<file path="src/rtl/parity5_rx_if.sv">
// parity5_rx_if: serial input and decoded frame output bundle for parity5_rx
interface parity5_rx_if #(parameter int CNT_W = 8);
   logic sin;
   logic sin_valid;
   logic clr_cnt;
   logic [4:0] out_data;
   logic out_valid;
   logic par_err;
   logic frame_err;
   logic [CNT_W-1:0] err_count;
   logic busy;
   modport master(output sin, sin_valid, clr_cnt, input out_data, out_valid, par_err, frame_err, err_count, busy);
   modport slave(input sin, sin_valid, clr_cnt, output out_data, out_valid, par_err, frame_err, err_count, busy);
endinterface

</file>
<file path="src/rtl/parity5_rx.sv">
// parity5_rx: start/5 data/parity/stop serial frame receiver with saturating error counter
module parity5_rx #(
   parameter bit ODD = 1'b0,
   parameter int CNT_W = 8
) (
   input logic clk,
   input logic rst,
   parity5_rx_if.slave bus
);
   typedef enum logic [1:0] {IDLE, DATA, PARITY, STOP} state_t;
   state_t state;
   logic [2:0] bit_cnt;
   logic [4:0] data;
   logic par, stp, done, err;
   assign err = (^data ^ par ^ ODD) | ~stp;
   // frame FSM with captures; a completed frame is published one edge after its stop sample
   always_ff @(posedge clk or posedge rst)
      if (rst) begin
         state <= IDLE;
         bit_cnt <= '0;
         data <= '0;
         par <= 1'b0;
         stp <= 1'b0;
         done <= 1'b0;
         bus.busy <= 1'b0;
         bus.out_valid <= 1'b0;
         bus.out_data <= '0;
         bus.par_err <= 1'b0;
         bus.frame_err <= 1'b0;
         bus.err_count <= '0;
      end else begin
         done <= 1'b0;
         bus.out_valid <= done;
         if (done) begin
            bus.out_data <= data;
            bus.par_err <= ^data ^ par ^ ODD;
            bus.frame_err <= ~stp;
         end
         bus.err_count <= bus.clr_cnt ? '0 : (done && err && ~&bus.err_count) ? bus.err_count + 1'b1 : bus.err_count;
         if (bus.sin_valid)
            case (state)
               IDLE: if (!bus.sin) begin
                  state <= DATA;
                  bit_cnt <= '0;
                  bus.busy <= 1'b1;
               end
               DATA: begin
                  data[bit_cnt] <= bus.sin;
                  bit_cnt <= bit_cnt + 3'd1;
                  if (bit_cnt == 3'd4) state <= PARITY;
               end
               PARITY: begin
                  par <= bus.sin;
                  state <= STOP;
               end
               default: begin
                  stp <= bus.sin;
                  done <= 1'b1;
                  state <= IDLE;
                  bus.busy <= 1'b0;
               end
            endcase
      end
endmodule

</file>
<file path="src/flat_wrapper.sv">
// flat-port wrapper written by rule: the top's interface ports become plain ports
module parity5_rx_flat 
#(
   parameter bit ODD = 1'b0,
   parameter int CNT_W = 8
)
  (clk, rst, bus_sin, bus_sin_valid, bus_clr_cnt, bus_out_data, bus_out_valid, bus_par_err, bus_frame_err, bus_err_count, bus_busy);
  parity5_rx_if #(.CNT_W(CNT_W)) bus_i ();
  input logic clk;
  input logic rst;
  input wire logic [$bits(bus_i.sin)-1:0] bus_sin;
  input wire logic [$bits(bus_i.sin_valid)-1:0] bus_sin_valid;
  input wire logic [$bits(bus_i.clr_cnt)-1:0] bus_clr_cnt;
  output wire logic [$bits(bus_i.out_data)-1:0] bus_out_data;
  output wire logic [$bits(bus_i.out_valid)-1:0] bus_out_valid;
  output wire logic [$bits(bus_i.par_err)-1:0] bus_par_err;
  output wire logic [$bits(bus_i.frame_err)-1:0] bus_frame_err;
  output wire logic [$bits(bus_i.err_count)-1:0] bus_err_count;
  output wire logic [$bits(bus_i.busy)-1:0] bus_busy;
  assign bus_i.sin = bus_sin;
  assign bus_i.sin_valid = bus_sin_valid;
  assign bus_i.clr_cnt = bus_clr_cnt;
  assign bus_out_data = bus_i.out_data;
  assign bus_out_valid = bus_i.out_valid;
  assign bus_par_err = bus_i.par_err;
  assign bus_frame_err = bus_i.frame_err;
  assign bus_err_count = bus_i.err_count;
  assign bus_busy = bus_i.busy;
  parity5_rx #(.ODD(ODD), .CNT_W(CNT_W)) u_core (.clk(clk), .rst(rst), .bus(bus_i));
endmodule
</file>
<file path="config.mk">
export PLATFORM = sky130hd
export DESIGN_NAME = parity5_rx_flat
export DESIGN_NICKNAME = d
export VERILOG_FILES = /design/src/rtl/parity5_rx_if.sv /design/src/rtl/parity5_rx.sv /design/src/flat_wrapper.sv
export SDC_FILE = /design/constraint.sdc
export NUM_CORES = 1
export LEC_CHECK = 0
export BUFFER_PORTS_ARGS = -buffer_cell sky130_fd_sc_hd__buf_2
export CELL_PAD_IN_SITES_DETAIL_PLACEMENT = 2
export CELL_PAD_IN_SITES_GLOBAL_PLACEMENT = 2
export CORE_MARGIN = 2
export CORE_UTILIZATION = 37
export CTS_CLUSTER_SIZE = 30
export DETAILED_ROUTE_END_ITERATION = 8
export HOLD_SLACK_MARGIN = 0.06
export PLACE_DENSITY_LB_ADDON = 0.1
export SYNTH_ARGS = -nofsm -noshare
export SYNTH_HDL_FRONTEND = slang
export SYNTH_SLANG_ARGS = --single-unit
</file>
<file path="constraint.sdc">
create_clock -name clk -period 2 [get_ports clk]
set_input_delay 0.2 -clock clk [delete_from_list [all_inputs] [get_ports clk]]
set_output_delay 0.2 -clock clk [all_outputs]
set_load 0.005 [all_outputs]
</file>
==> summary.txt, run 1 <==
Yosys
  – Net Count, Synth: roughly 150
  – Main combinational cell family by area after synthesis: multiplexers
  – Post-Synth Adder-Cell Area: 0.0556
  – Post-Syn Area: between 1500 and 2000 µm²
  – Warnings from Yosys: 0
  – Proportion of synthesized area in mux cells: 0.169
  – Avg Synthesized Cell Area: roughly 11 µm²
  – Cells after Synth: between 100 and 150
  – Synth Register Bits: 30
  – Synth Area in Simple Gates: 0.141
  – Synth Area in Compound Gates: 0.0946
  – Cell variety after synth: 31
  – Post-Synth XOR/XNOR Area: 0.0318
  – Post-synthesis sequential area ratio: 0.477

Routing
  – Routed vias: ~1,200
  – Antenna-violating nets left: 0
  – DRT iter0 DRCs: 25
  – Vias per std cell: roughly 5.3
  – Drt wl/cell: between 15 and 20 µm
  – Drt total wl: about 3.7 mm
  – DR pass1 iterations: 3
  – DR DRC count: 0

Place
  – Cell Area, Placed: between 1500 and 2000 µm²
  – DP HPWL: ~2.7 mm
  – Port Buffers: 21
  – Routability congestion estimate: ~0.83

Floorplan
  – Die width: 69.2 µm
  – Initial Utilization: 0.388
  – Die height: 69.2 µm
  – Die area: 4790 µm²
  – Core area: slightly above 4000 µm²
  – # IOs: 22
  – Placement Rows: 23

Critical path
  – Setup slack, reg-to-reg: between 0.07 and 0.08 ns
  – CP required: between 2 and 2.5 ns
  – CP Launch Type: register
  – CP max FO: 8
  – R2R Path Start: u_core.par
  – Worst EP arrival: 2.09 ns
  – Crit Path Category: register to register
  – Setup crit start: u_core.par
  – Crit path capture type: register

Timing
  – Setup Skew: around 0.0024 ns
  – Final Slew Violations: 0
  – Maximum clock frequency: 520 MHz
  – Crit path time final: between 1.5 and 2 ns
  – Least-Margin Pin Slew: between 0.3 and 0.4 ns
  – Final setup fails: 0
  – Max_slew headroom: 0.736
  – RSZ-0062 raised after global routing: true
  – Period utilisation layout: 0.961
  – Fin. Hold Viols: 0
  – WHS: 0.292 ns

Layout
  – Share of cells above drive strength 1: 0.343
  – Antenna cell count: 0
  – Area of the multi-input gates: between 700 and 800 µm²
  – Cell area after layout: about 1900 µm²
  – Layout area overhead: 20.7%
  – # nets final: 183
  – Fillers: 429
  – Fin util: 0.468
  – Area occupied by registers: between 700 and 800 µm²

Clock network
  – CTS clk-pin slew, worst paths: 0.07 ns
  – CTS tree: done
  – Num CTS Buffers: 5
  – Clock root buffer master: clkbuf_8
  – Maximum clock insertion buffer count: 2
  – Worst-skew pair later-pin latency: around 0.28 ns
  – H-Tree Depth: 2
  – Clk sinks: 30

Power
  – VDD IR max: between 0.6 and 0.7 mV
  – Design Power: roughly 2.8 mW
  – PD cells: 1460 nW/µm²
  – LEAKAGE: ~0.91 nW

Worst hold path
  – Worst Hold Class: primary input to register
  – Min-delay src: bus_sin_valid

Global routing
  – All-Layer GR Usage: 0.170
  – Largest net degree at the start of global routing: 31
  – First-pass GRT wire length: approximately 6.3 mm
  – Initial antenna violation count: 0
  – GRT overflow: 0
  – Number of global-route vias before repair: around 1,300

Job
  – # Max-Cap Violations: 0

Outcome
  – Status: finished clean
## worst max-delay path, stage by stage (launching register included)
cell,delay [ns]
dfrtp_1,0.39
xor2_1,0.18
xnor3_2,0.56
a2111oi_4,0.35
mux2_4,0.33
## area by class of cell
cell class | instances | area share
Sequential cell | 30 | 0.395
Timing Repair Buffer | 27 | 0.0804
Multi-Input combinational cell | 99 | 0.418
Tap cell | 50 | 0.0329
Inverter | 8 | 0.0158
Clock buffer | 5 | 0.0362
Clock inverter | 3 | 0.0211
## cell families (layout without fill, tap and decap cells)
family	Yosys count	count (layout)
AND/OR/NAND/NOR	45	45
flip-flops	30	30
multiplexers	24	24
AO/OA/AOI/OAI	19	19
buffers and inverters	13	43
adder cells (fa/ha/maj)	7	7
XOR/XNOR	4	4
## cell usage after synthesis
library cell	count	share of area
nor2_1	12	0.029
nand2b_1	3	0.012
xnor2_1	2	0.011
and2_1	1	0.0040
a2111oi_4	1	0.017
o31ai_1	1	0.0048
mux2_1	1	0.0072
o221ai_1	1	0.0056
xnor3_2	1	0.015
nand4_1	3	0.012
a22oi_1	1	0.0048
dfrtp_1	30	0.48
clkbuf_1	5	0.012
a211oi_1	4	0.019
nand3b_1	1	0.0048
and3_1	1	0.0040
nor4b_1	1	0.0056
ha_1	7	0.056
mux2i_1	4	0.025
nor2b_1	7	0.028
a21oi_1	5	0.016
xor2_1	1	0.0056
mux2_2	19	0.14
o21ai_0	1	0.0032
nand3_1	6	0.019
o22a_1	1	0.0056
a31oi_1	2	0.0079
inv_1	8	0.019
o21bai_1	1	0.0048
a22o_1	1	0.0056
nand2_1	10	0.024
## final timing paths
check / cells after the start / to
setup reg to reg: 4 / u_core.bus.err_count[6]
hold / removal: 2 / u_core.bit_cnt[0]
setup / recovery: 4 / u_core.bus.err_count[6]
max in group asynchronous: 4 / u_core.state[1]
min in group asynchronous: 4 / u_core.bus.out_data[1]
hold reg to reg: 0 / u_core.bus.out_valid
## through the flow
stage	setup TNS [ns]	worst slack (ns)	std cells
4_1_cts	0	0.00730	222
6_report	0	0.0777	222
2_1_floorplan	0	0.164	142
5_1_grt	-0.184	-0.0587	222
3_5_place_dp	0	0.00202	211
3_3_place_gp	0	0.0833	211
## cells in the final DEF, fill, tap and decap left out, drive strengths merged, types with 2 or more instances in the layout
master,count
dfrtp,30
buf,26
mux2,20
nor2,12
nand2,10
inv,8
nor2b,7
ha,7
nand3,6
clkbuf,5
a21oi,5
mux2i,4
a211oi,4
nand4,3
nand2b,3
a31oi,2
clkinv,2
xnor2,2
## power breakdown
part / internal, mW / leakage (nW) / switching, mW
Combinational: 0.559 / 0.465 / 0.587
Clock: 0.366 / 0.0579 / 0.234
Sequential: 0.816 / 0.383 / 0.212
## per-layer routing
| layer | share of wire | up-vias | track usage |
|---|---|---|---|
| li1 | - | 550 | - |
| met1 | 0.40 | 616 | 0.189 |
| met2 | 0.55 | 15 | 0.311 |
| met3 | 0.031 | 4 | 0.0480 |
| met4 | 0.011 | 0 | 0.0523 |
| met5 | 0 | - | 0 |
## repair_timing
item | 4_1_cts | 5_1_grt
gates resized for setup | 1 | 3
hold buffers | 1 | 0
hold endpoints to repair | 30 | 0
pin swaps | 1 | 3
endpoints found under the setup margin | 1 | 6
setup buffers | 2 | 0
## state kept, by name, indices dropped and copies added, names as in the netlist
signal and count:
u_core.bus.out_valid 1, u_core.bus.err_count 8, u_core.bit_cnt 3, u_core.data 5, u_core.stp 1, u_core.bus.out_data 5, u_core.bus.frame_err 1, u_core.bus.par_err 1
u_core.state 2, u_core.done 1, u_core.bus.busy 1, u_core.par 1
Power figures use the tool's default switching activity.
==> run 2, diff against run 1 <==
ABC_AREA = 1   (was default)
CORE_MARGIN = 1.5   (was 2)
CORE_UTILIZATION = 34   (was 37)
==> run 2 against run 1 <==
Register-to-register slack better by 0.32 ns. Area after synthesis rose by 4.9%. Largest power group is now registers. Flip-flop and latch count is the same. Final cell count is 23% higher. Clock power decreased by 20%. Critical endpoint is now u_core.bit_cnt[2]. Count of clock-buffer cells in the layout up 1.
==> summary.txt, run 2 <==
Clock network
  – CTS clk-pin slew, worst paths: 0.06 ns (was 0.07 ns)
  – Num CTS Buffers: 5 (unchanged)
  – Maximum clock insertion buffer count: 2 (unchanged)
  – CTS resizes: 0 (was 1)
  – CTS tree: done (unchanged)
  – Setup Buffers After CTS: 0 (was 2)
  – Clock root buffer master: clkbuf_8 (unchanged)
  – Clk sinks: 30 (unchanged)
  – Worst-skew pair later-pin latency: 0.28 ns (about the same)
  – Cts hold-fix bufs: 1 (unchanged)
  – H-Tree Depth: 2 (unchanged)

Timing
  – Setup Skew: 0.00873 ns (was 0.00241 ns)
  – RSZ-0062 raised after global routing: false (was true)
  – WHS: 0.178 ns (was 0.292 ns)
  – Crit path time final: 1.60 ns (was 1.92 ns)
  – Least-Margin Pin Slew: 0.627 ns (was 0.395 ns)
  – Maximum clock frequency: 626 MHz (was 520 MHz)
  – Period utilisation layout: 0.799 (was 0.961)
  – Final setup fails: 0 (unchanged)
  – Max_slew headroom: 0.582 (was 0.736)
  – Fin. Hold Viols: 0 (unchanged)
  – Final Slew Violations: 0 (unchanged)
  – TNS Setup: 0 ns (unchanged)

Floorplan
  – Placement Rows: 25 (was 23)
  – Initial Utilization: 0.352 (was 0.388)
  – Die area: 5280 µm² (was 4790 µm²)
  – Die width: 72.7 µm (was 69.2 µm)
  – # IOs: 22 (unchanged)
  – Die height: 72.7 µm (was 69.2 µm)
  – Core area: 4690 µm² (was 4060 µm²)

Yosys
  – Top cells by area, synth: dfrtp_1 45%, nand2_1 9.8%, nand3_2 5.5% (was dfrtp_1 48%, mux2_2 14%, ha_1 5.6%)
  – Area share of the largest cell type after synthesis: 0.455 (was 0.477)
  – FFs w/ async S/R, synth: 1.00 (unchanged)
  – Cell variety after synth: 21 (was 31)
  – Synth Register Bits: 30 (unchanged)
  – Post-Syn Area: 1650 µm² (was 1570 µm²)
  – Most used DFF post-synth: dfrtp_1 (unchanged)
  – Cells after Synth: 190 (was 142)
  – Post-Synth Adder-Cell Area: 0.0530 (was 0.0556)
  – Number of synthesized flops with an enable pin: 0 (unchanged)
  – Synth Area in Simple Gates: 0.320 (was 0.141)
  – Net Count, Synth: 202 (was 154)
  – Post-Synth XOR/XNOR Area: 0.0318 (about the same)
  – Warnings from Yosys: 0 (unchanged)
  – Proportion of synthesized area in mux cells: 0 (was 0.169)
  – Post-synthesis sequential area ratio: 0.455 (was 0.477)
  – Synth cell count leaders: 43 x nand2_1, 30 x dfrtp_1, 21 x inv_1 (was 30 x dfrtp_1, 19 x mux2_2, 12 x nor2_1)
  – Largest area contributor in the synthesized netlist: dfrtp_1 (unchanged)
  – Main combinational cell family by area after synthesis: simple AND/OR/NAND/NOR gates (was multiplexers)
  – Cell with the most instances after synthesis: nand2_1 (was dfrtp_1)
  – Synth Area in Compound Gates: 0.0780 (was 0.0946)
  – Avg Synthesized Cell Area: 8.69 µm² (was 11.1 µm²)

Place
  – Port Buffers: 21 (unchanged)
  – DP HPWL: 3.03 mm (was 2.66 mm)
  – Routability congestion estimate: 0.766 (was 0.831)

Routing
  – Drt total wl: 3.98 mm (was 3.73 mm)
  – Vias per std cell: 5.03 (was 5.34)
  – DR pass1 iterations: 4 (was 3)
  – Antenna-violating nets left: 0 (unchanged)
  – DRT iter0 DRCs: 38 (was 25)
  – Drt wl/cell: 14.6 µm (was 16.8 µm)
  – Routed vias: 1,367 (was 1,185)
  – DR DRC count: 0 (unchanged)

Critical path
  – Worst EP arrival: 1.80 ns (was 2.09 ns)
  – Worst path most repeated cell: nand2_1
  – CP Launch Type: register (unchanged)
  – Crit Path Category: register to register (unchanged)
  – CP required: 2.21 ns (was 2.16 ns)
  – Slowest stage delay, CP: 0.38 ns (was 0.56 ns)
  – CP max FO: 4 (was 8)
  – Crit path capture type: register (unchanged)
  – CP max stage cell: dfrtp_1 (was xnor3_2)
  – Crit path cell chain: inv_1 -> ha_1 -> nand2_1 -> nand2_1 -> a21oi_1 -> nand2_1 -> xor2_1 -> a21oi_1 (was xor2_1 -> xnor3_2 -> a2111oi_4 -> mux2_4)
  – Family with the most delay on the worst path: flip-flops (was XOR/XNOR gates)
  – WP buf/inv: 1 (was 0)

Power
  – PD cells: 1260 nW/µm² (was 1460 nW/µm²)
  – VDD IR max: 0.493 mV (was 0.630 mV)
  – LEAKAGE: 1.00 nW (was 0.906 nW)
  – Design Power: 2.42 mW (was 2.78 mW)

Layout
  – Antenna cell count: 0 (unchanged)
  – Fin util: 0.410 (was 0.468)
  – Max FFs per register: 8 (unchanged)
  – # nets final: 231 (was 183)
  – Most common cell after layout, fill and taps aside: nand2_1 (was dfrtp_1)
  – Most frequent cells in the layout: 43 x nand2_1, 30 x dfrtp_1, 21 x inv_1, 21 x buf_2 (was 30 x dfrtp_1, 21 x buf_2, 19 x mux2_2)
  – Share of cells above drive strength 1: 0.243 (was 0.343)
  – Largest register by flop count: u_core.bus.err_count (unchanged)
  – Layout area overhead: 16.4% (was 20.7%)
  – Biggest regs: u_core.bus.err_count: 8 flops, u_core.bus.out_data: 5 flops, u_core.data: 5 flops (unchanged)

Worst hold path
  – Worst Hold Class: primary input to register (unchanged)

Outcome
  – Status: finished clean (unchanged)

Global routing
  – Number of global-route vias before repair: 1,471 (was 1,271)
  – Initial antenna violation count: 0 (unchanged)
  – First-pass GRT wire length: 6.91 mm (was 6.35 mm)
  – GRT overflow: 0 (unchanged)
  – Largest net degree at the start of global routing: 31 (unchanged)
  – All-Layer GR Usage: 0.169 (was 0.170)

Job
  – # Max-Cap Violations: 0 (unchanged)
==> run 2: cell type report <==
type / count / area (µm²)
Sequential cell: 30 / 751
Timing Repair Buffer: 24 / 130
Inverter: 25 / 93.8
Fill cell: 521 / 2770
Clock buffer: 6 / 82.6
Tap cell: 54 / 67.6
Multi-Input combinational cell: 133 / 798
==> run 2: metrics by stage <==
stage	cell area (µm²)	setup slack, ns	std cells
after floorplan	1650	0.613	190
after global placement	1830	0.527	265
after detailed placement	1830	0.374	265
after CTS	1920	0.370	272
after global routing	1920	0.233	272
final	1920	0.403	272
==> run 2: metal layers <==
layer | up-vias | global-route usage | wire (µm)
li1 | 676 | - | -
met1 | 666 | 0.217 | 1830
met2 | 18 | 0.281 | 1980
met3 | 7 | 0.0414 | 118
met4 | 0 | 0.0503 | 49
met5 | - | 0 | 0
==> run 2: power breakdown <==
part	switching, mW	internal (mW)
combinational	0.605	0.362
sequential	0.166	0.808
clock	0.215	0.265
total	0.986	1.43
==> run 2: cell families after synthesis <==
kind of cell,Yosys count
XOR/XNOR,6
AO/OA/AOI/OAI,25
AND/OR/NAND/NOR,95
buffers and inverters,27
adder cells (fa/ha/maj),7
flip-flops,30
==> run 2: path summary, 6_finish.rpt <==
check	startpoint	end	slack [ns]	cells past startpoint
max	u_core.state[0]	u_core.bit_cnt[2]	0.40	8
min	bus_sin_valid	u_core.par	0.18	2
max reg2reg	u_core.state[0]	u_core.bit_cnt[2]	0.40	8
min reg2reg	u_core.bus.busy	u_core.bus.busy	0.49	2
max in group asynchronous	rst	u_core.bus.err_count[7]	1.16	4
min in group asynchronous	rst	u_core.bus.err_count[1]	0.55	4
==> run 2: worst register-to-register path: cells and delay by family (launching register included) <==
kind / cells / cell delay (ns)
xor gates and xnor gates: 1 / 0.16
DFF: 1 / 0.38
adders and majority gates: 1 / 0.23
and+or+nand+nor: 3 / 0.33
AOI/OAI and AO/OA: 2 / 0.36
buffers and inverters: 1 / 0.08
